**src/rtl/fnd_scan_controller.sv**
```systemverilog
// fnd_scan_controller
// Converts a 14-bit binary value to four BCD digits and time-multiplexes them
// onto a 4-digit common-anode FND through one shared BCD-to-FND decoder.
// The value is saturated at 9999 and converted with an iterative double-dabble
// FSM (IDLE -> CONV x14 -> UPDATE). A free-running scanner selects one digit
// at a time.
//
// Ports:
//   i_clk        system clock, rising edge
//   i_reset      asynchronous active-high reset
//   i_Load       single-cycle strobe, captures i_Value (honoured in IDLE only)
//   i_Value      14-bit unsigned value to display
//   i_Blank_Zero enables leading-zero blanking of digits 3..1
//   o_Busy       high while a conversion is in progress
//   o_Overflow   last accepted value was above 9999
//   o_Digit_Sel  active-low one-hot digit enable, bit 0 = ones digit
//   o_Value      BCD digit for the decoder
//   o_EN         decoder blank request (1 = blank)
module fnd_scan_controller #(
  parameter int SCAN_DIV = 100000
) (
  input  logic        i_clk,
  input  logic        i_reset,
  input  logic        i_Load,
  input  logic [13:0] i_Value,
  input  logic        i_Blank_Zero,
  output logic        o_Busy,
  output logic        o_Overflow,
  output logic [3:0]  o_Digit_Sel,
  output logic [3:0]  o_Value,
  output logic        o_EN
);

  localparam int PW = (SCAN_DIV > 1) ? $clog2(SCAN_DIV) : 1;
  localparam logic [PW-1:0] PRESC_LAST = PW'(SCAN_DIV - 1);
  localparam logic [13:0]   SAT_VALUE  = 14'd9999;

  typedef enum logic [1:0] {
    IDLE   = 2'd0,
    CONV   = 2'd1,
    UPDATE = 2'd2
  } state_t;

  state_t        state_q;
  logic [13:0]   shift_q;
  logic [15:0]   bcd_q;
  logic [3:0]    cnt_q;
  logic [15:0]   disp_q;
  logic          ovf_q;
  logic [PW-1:0] presc_q;
  logic [1:0]    idx_q;

  logic [15:0]   bcd_adj_d;
  logic          blank_d;
  logic [3:0]    value_d;

  // Double-dabble correction: add 3 to every BCD nibble that is 5 or more.
  function automatic logic [15:0] dd_adjust(input logic [15:0] b);
    logic [15:0] r;
    r = b;
    for (int n = 0; n < 4; n++) begin
      if (b[4*n +: 4] >= 4'd5) begin
        r[4*n +: 4] = b[4*n +: 4] + 4'd3;
      end else begin
        r[4*n +: 4] = b[4*n +: 4];
      end
    end
    return r;
  endfunction

  // Correction applied to the accumulator before each shift step.
  always_comb begin
    bcd_adj_d = dd_adjust(bcd_q);
  end

  // Conversion FSM: capture, 14 shift steps, then publish to the display register.
  always_ff @(posedge i_clk or posedge i_reset) begin
    if (i_reset) begin
      state_q <= IDLE;
      shift_q <= 14'd0;
      bcd_q   <= 16'd0;
      cnt_q   <= 4'd0;
      disp_q  <= 16'd0;
      ovf_q   <= 1'b0;
    end else begin
      case (state_q)
        IDLE: begin
          if (i_Load) begin
            shift_q <= (i_Value > SAT_VALUE) ? SAT_VALUE : i_Value;
            ovf_q   <= (i_Value > SAT_VALUE);
            bcd_q   <= 16'd0;
            cnt_q   <= 4'd0;
            state_q <= CONV;
          end
        end
        CONV: begin
          bcd_q   <= {bcd_adj_d[14:0], shift_q[13]};
          shift_q <= {shift_q[12:0], 1'b0};
          cnt_q   <= cnt_q + 4'd1;
          if (cnt_q == 4'd13) begin
            state_q <= UPDATE;
          end
        end
        UPDATE: begin
          disp_q  <= bcd_q;
          state_q <= IDLE;
        end
        default: begin
          state_q <= IDLE;
        end
      endcase
    end
  end

  // Free-running scan prescaler and digit index.
  always_ff @(posedge i_clk or posedge i_reset) begin
    if (i_reset) begin
      presc_q <= '0;
      idx_q   <= 2'd0;
    end else if (presc_q == PRESC_LAST) begin
      presc_q <= '0;
      idx_q   <= idx_q + 2'd1;
    end else begin
      presc_q <= presc_q + PW'(1);
    end
  end

  // Digit mux and leading-zero detection; digit k is blank when it and every
  // higher digit are zero, digit 0 always shows.
  always_comb begin
    value_d = disp_q[3:0];
    blank_d = 1'b0;
    case (idx_q)
      2'd0: begin
        value_d = disp_q[3:0];
        blank_d = 1'b0;
      end
      2'd1: begin
        value_d = disp_q[7:4];
        blank_d = (disp_q[15:4] == 12'd0);
      end
      2'd2: begin
        value_d = disp_q[11:8];
        blank_d = (disp_q[15:8] == 8'd0);
      end
      2'd3: begin
        value_d = disp_q[15:12];
        blank_d = (disp_q[15:12] == 4'd0);
      end
      default: begin
        value_d = 4'd0;
        blank_d = 1'b0;
      end
    endcase
  end

  assign o_Busy      = (state_q != IDLE);
  assign o_Overflow  = ovf_q;
  assign o_Digit_Sel = ~(4'b0001 << idx_q);
  assign o_Value     = value_d;
  assign o_EN        = i_Blank_Zero & blank_d;

endmodule

```
**config.mk**
```make
export PLATFORM = sky130hd
export DESIGN_NAME = fnd_scan_controller
export DESIGN_NICKNAME = d
export VERILOG_FILES = /design/src/rtl/fnd_scan_controller.sv
export SDC_FILE = /design/constraint.sdc
export NUM_CORES = 1
export LEC_CHECK = 0
export CAP_MARGIN = 10
export CORE_MARGIN = 2
export CORE_UTILIZATION = 62
export CTS_CLUSTER_SIZE = 30
export DETAILED_ROUTE_END_ITERATION = 8
export PLACE_DENSITY = 0.84
export SYNTH_ARGS = -nofsm -noshare
export SYNTH_HDL_FRONTEND = slang
export SYNTH_SLANG_ARGS = --single-unit
```
**constraint.sdc**
```tcl
create_clock -name i_clk -period 4.64 [get_ports i_clk]
set_input_delay 0.928 -clock i_clk [delete_from_list [all_inputs] [get_ports i_clk]]
set_output_delay 0.928 -clock i_clk [all_outputs]
set_load 0.05 [all_outputs]
```
# Word-level counts from Yosys, hierarchy flattened
# Cells that the tools add are included.
# classes
n_reduce_logical	10
order_cmp	5
div_mod_pow	0
n_eq_ne	9
muxes	17
n_addsub	7
bitwise_logic	2
shift	1
multipliers	0
# op_table
cell	count
one-hot mux 16 bit (2 select lines)	1
two-way mux 14 bit	2
one-hot mux 14 bit (2 select lines)	1
adder 17 x 1 -> 17 bit (second input constant)	1
equality test 17 bit (second input constant)	1
two-way mux 17 bit	1
>= comparator 4 x 3 -> 1 bit (second input constant)	4
two-way mux 16 bit	1
two-way mux 4 bit	4
one-hot mux 4 bit (4 select lines)	1
greater-than comparator 14 bit (second input constant)	1
adder 4 x 2 -> 4 bit (second input constant)	3
zero test 12 bit	1
zero test 8 bit	1
one-hot mux 4 bit (2 select lines)	1
equality test 2 bit (second input constant)	3
AND reduction 2 bit	3
adder 4 x 1 -> 4 bit (second input constant)	1
equality test 2 x 1 -> 1 bit (second input constant)	2
equality test 4 bit (second input constant)	1
zero test 2 bit	2
zero test 4 bit	1
two-way mux 2 bit	2
!= test 2 bit (second input constant)	2
other kinds (9)	10
# totals
reg_bits	72
ramBits	0
latch_bits	0
inputBits	18
rom_bits	0
mem_count	0
wordCells	59

# Logic depth before layout (Yosys ltp)
# logic_depth
depth_word	4
mapped_depth	6
ltp_nobuf	6

# Worst setup path after synthesis
# No wires, ideal clock.
# synth_path
path_type	in2out
from	input port i_Blank_Zero
to	output port o_EN
t_arrival_ps	2958
n_path_buf	0
setup_slack_ps	754
path_stages	2
path_cell_list	or4b_2 > nor4_1
# synth_via
elab_chain_len	1
# synth_lines
item	line_no	source
start, declared	26	input logic i_Blank_Zero,
bitwise AND 1 bit	161	assign o_EN = i_Blank_Zero & blank_d;
end, declared	31	output logic o_EN
# Every way passes these cells.

# Worst setup path in the final report
# Same ends and word-level chain as after synthesis.

==> metrics.md <==
| Metric | Value |
|---|---|
| Die width | `79.9 um` |
| Cell Rows | `27` |
| Main synth FF type | `dfrtp_1` |
| FF+latch count, synth | `72` |
| Routed via count | `2702` |
| Pwr/cell area | `545 mW/mm^2` |
| Core Util, Final | `0.738` |
| CP required | `3.71 ns` |
| Detailed placement HPWL | `4.92 mm` |
| Worst slack at placement | `0.733 ns` |
| Number of global-route vias before repair | `2671` |
| Actual slew at the worst max-slew pin | `1.10 ns` |
| H-tree Lvls | `3` |
| Die area | `0.00638 sq mm` |
| Total Wirelength | `7.18 mm` |
| R2r setup slk | `2.47 ns` |
| Final Cycle Share | `0.848` |
| Worst path cell trace | `clkdlybuf4s50_1 -> or4b_2 -> nor4_1 -> clkdlybuf4s50_1` |
| R2R depth | `4` |
| PortBufs | `28` |
| CTS tree | `yes` |
| DRT iter0 DRCs | `197` |
| Hold EP | `shift_q[11]` |
| Internal power | `1.39 mW` |
| Die Height | `79.9 um` |
| GRT overflow | `0` |
| Peak supply drop | `0.457 mV` |
| P&R area growth vs syn | `14.4%` |
| P_leak | `1.87 nW` |
| Sw Ratio | `0.374` |
| Antenna diodes | `0` |
| Hold path cells | `2` |
| Final Slew Violations | `0` |
| Combinational share of power | `0.355` |
| Finish-stage setup viols | `0` |
| Num CTS Buffers | `9` |
| Worst setup SP type | `input pin` |
| RSZ-0062 raised after global routing | `false` |
| Final non-filler cell total | `459` |
| Max Root-Sink Buffers | `2` |
| Power Total | `2.23 mW` |
| Switching pwr | `0.834 mW` |
| Latest clock arrival within the worst-skew pair | `0.34 ns` |
| Post-synth ARST share | `1.00` |
| Clock sink count | `72` |
| Post-synth EDFFs | `0` |
| Gr usage total | `0.253` |
| Final ANT Viol Nets | `0` |
| Final Critical Period | `3.93 ns` |
| Slew headroom | `0.267` |
| Core area | `0.00554 sq mm` |
| Layout cell share with drive strength beyond 1 | `0.109` |
| Worst path max stage delay | `0.85 ns` |
| Worst hold path class | `reg -> reg` |
| Vias per inst | `5.89` |
| Initial Util | `0.645` |
| Root buffer cell | `clkbuf_8` |
| Register share of total power | `0.439` |
| Setup ws final | `0.707 ns` |
| CP top delay family | `buffers and inverters` |
| Final Skew | `0.00653 ns` |
| Post-cts resize count | `0` |
| Hold-fix buffers, CTS | `0` |
| Status | `complete, no violations` |
| Clock share of power | `0.206` |
| Mapped Cells | `356` |
| DR pass1 iterations | `5` |
| RR Endpoint | `idx_q[1]` |
| Worst Min Path Start | `shift_q[10]` |
| CP bufs+invs | `2` |
| # nets final | `416` |
| WL/cell | `15.6 um` |
| Num ports | `29` |
| Reg-to-reg critical path startpoint | `presc_q[11]` |
| Slowest CP cell | `clkdlybuf4s50_1` |
| Cell mode on critical path | `clkdlybuf4s50_1` |
| FILL cells | `400` |
| Register area share after synthesis | `0.505` |
| Max-cap violations | `0` |
| Residual DRC | `0` |
| Yosys warning count | `0` |
| Clock Pin Slew Worst Setup and Hold Paths | `0.07 ns` |
| Initial antenna violation count | `0` |
| WP data arrival | `3.01 ns` |
| First-pass GRT wire length | `12.4 mm` |
| Avg Inst Size Synth | `10.0 sq um` |
| Unique masters post-synth | `42` |
| Dpl cells | `443` |
| Final Hold Fails | `0` |
| Critical path class | `in -> out` |
| Syn Nets | `390` |
| Mapped cell area | `0.00357 sq mm` |
| Max FO, Critical Path | `1` |
| Largest net degree at the start of global routing | `38` |
| Setup Fix Bufs, Post-CTS | `0` |
| FMAX | `0.254 GHz` |
| Setup TNS | `0 ns` |
| Crit. End Element | `primary output` |
| Final GP Congestion | `0.816` |
worst min-delay path, delay by kind of cell, from the launching register on:
family / cells / cell delay (ns)
flops: 1 / 0.34
simple gates: 2 / 0.10
final cells by class:
type | count | area (sq um) | share of cell area
sequential | 72 | 1800 | 0.441
clock buffer | 13 | 169 | 0.0413
timing repair buffer | 32 | 310 | 0.0759
multi-input combinational | 244 | 1610 | 0.395
tap | 72 | 90.1 | 0.0220
clock inverter | 3 | 15.0 | 0.00367
inverter | 23 | 86.3 | 0.0211
worst max path at each step:
stage	endpoint	from	slack, ns	cells past startpoint
2_1_floorplan	o_EN	i_Blank_Zero	0.75	2
3_3_place_gp	o_EN	i_Blank_Zero	0.73	4
3_5_place_dp	o_EN	i_Blank_Zero	0.73	4
4_1_cts	o_EN	i_Blank_Zero	0.72	4
5_1_grt	o_EN	i_Blank_Zero	0.60	4
6_report	o_EN	i_Blank_Zero	0.71	4
metrics by stage:
step / cell area (sq um) / hold WS (ns)
2_1_floorplan: 3570 / 0.439
6_report: 4090 / 0.469
3_5_place_dp: 3900 / 0.453
5_1_grt: 4090 / 0.516
3_3_place_gp: 3900 / 0.449
4_1_cts: 4090 / 0.472
synthesized netlist by cell type (all sizes together), types with 8 or more instances:
library cell  number  area, sq um
a22oi              8         60.1
nand2             36          135
mux2              13          146
a21oi             12         63.8
nor2              14         52.6
clkbuf            14         52.6
ha                16          200
nor3               8         40.0
xnor2             15          131
dfrtp             72         1800
o21ai             33          165
nand3             31          155
inv               23         86.3
power groups by stage:
stage	Clock [mW]	Sequential, mW	Combinational, mW
after floorplan	0	0.944	0.595
after global placement	0	0.968	0.745
after detailed placement	0	0.979	0.788
after CTS	0.467	0.972	0.792
after global routing	0.497	1.00	0.896
final	0.458	0.978	0.791
state kept, by name, indices dropped and copies added (netlist names):
register    flops
bcd_q          16
state_q         2
shift_q        14
o_Overflow      1
presc_q        17
disp_q         16
idx_q           2
cnt_q           4
cell families after synthesis:
logic type / share of synthesized area
simple gates: 0.178
flops: 0.505
compound gates: 0.117
buf+inv: 0.0434
xor+xnor: 0.0491
mux: 0.0522
fa+ha+maj: 0.0561
cells in the final DEF, fill, tap and decap left out, types with 2 or more instances in the layout:
cell             instances
mux2_2                  13
a222oi_1                 4
clkdlybuf4s50_1         28
nor3b_1                  3
mux2i_1                  4
nor2_1                  14
buf_4                    4
clkinv_2                 3
inv_1                   22
or3_1                    2
o21ai_0                 33
nand2_1                 36
or2_2                    2
nand2b_1                 6
dfrtp_1                 72
nor3_1                   8
a21oi_1                 11
o31ai_1                  2
ha_1                    16
a22oi_1                  8
nor2b_1                  2
xnor2_1                 15
xor2_1                   5
a21o_1                   4
clkbuf_8                12
nor4_1                   3
nand3_1                 31
or4_1                    2
a22o_1                   4
nand4_1                  3
and3_1                   2
per-layer routing:
metal	global-route usage	wire (um)	vias up
li1	-	-	1298
met1	0.349	3290	1327
met2	0.393	3410	61
met3	0.0441	282	16
met4	0.114	187	0
met5	0	0	-
No activity file was read; power rests on OpenSTA's default activity.
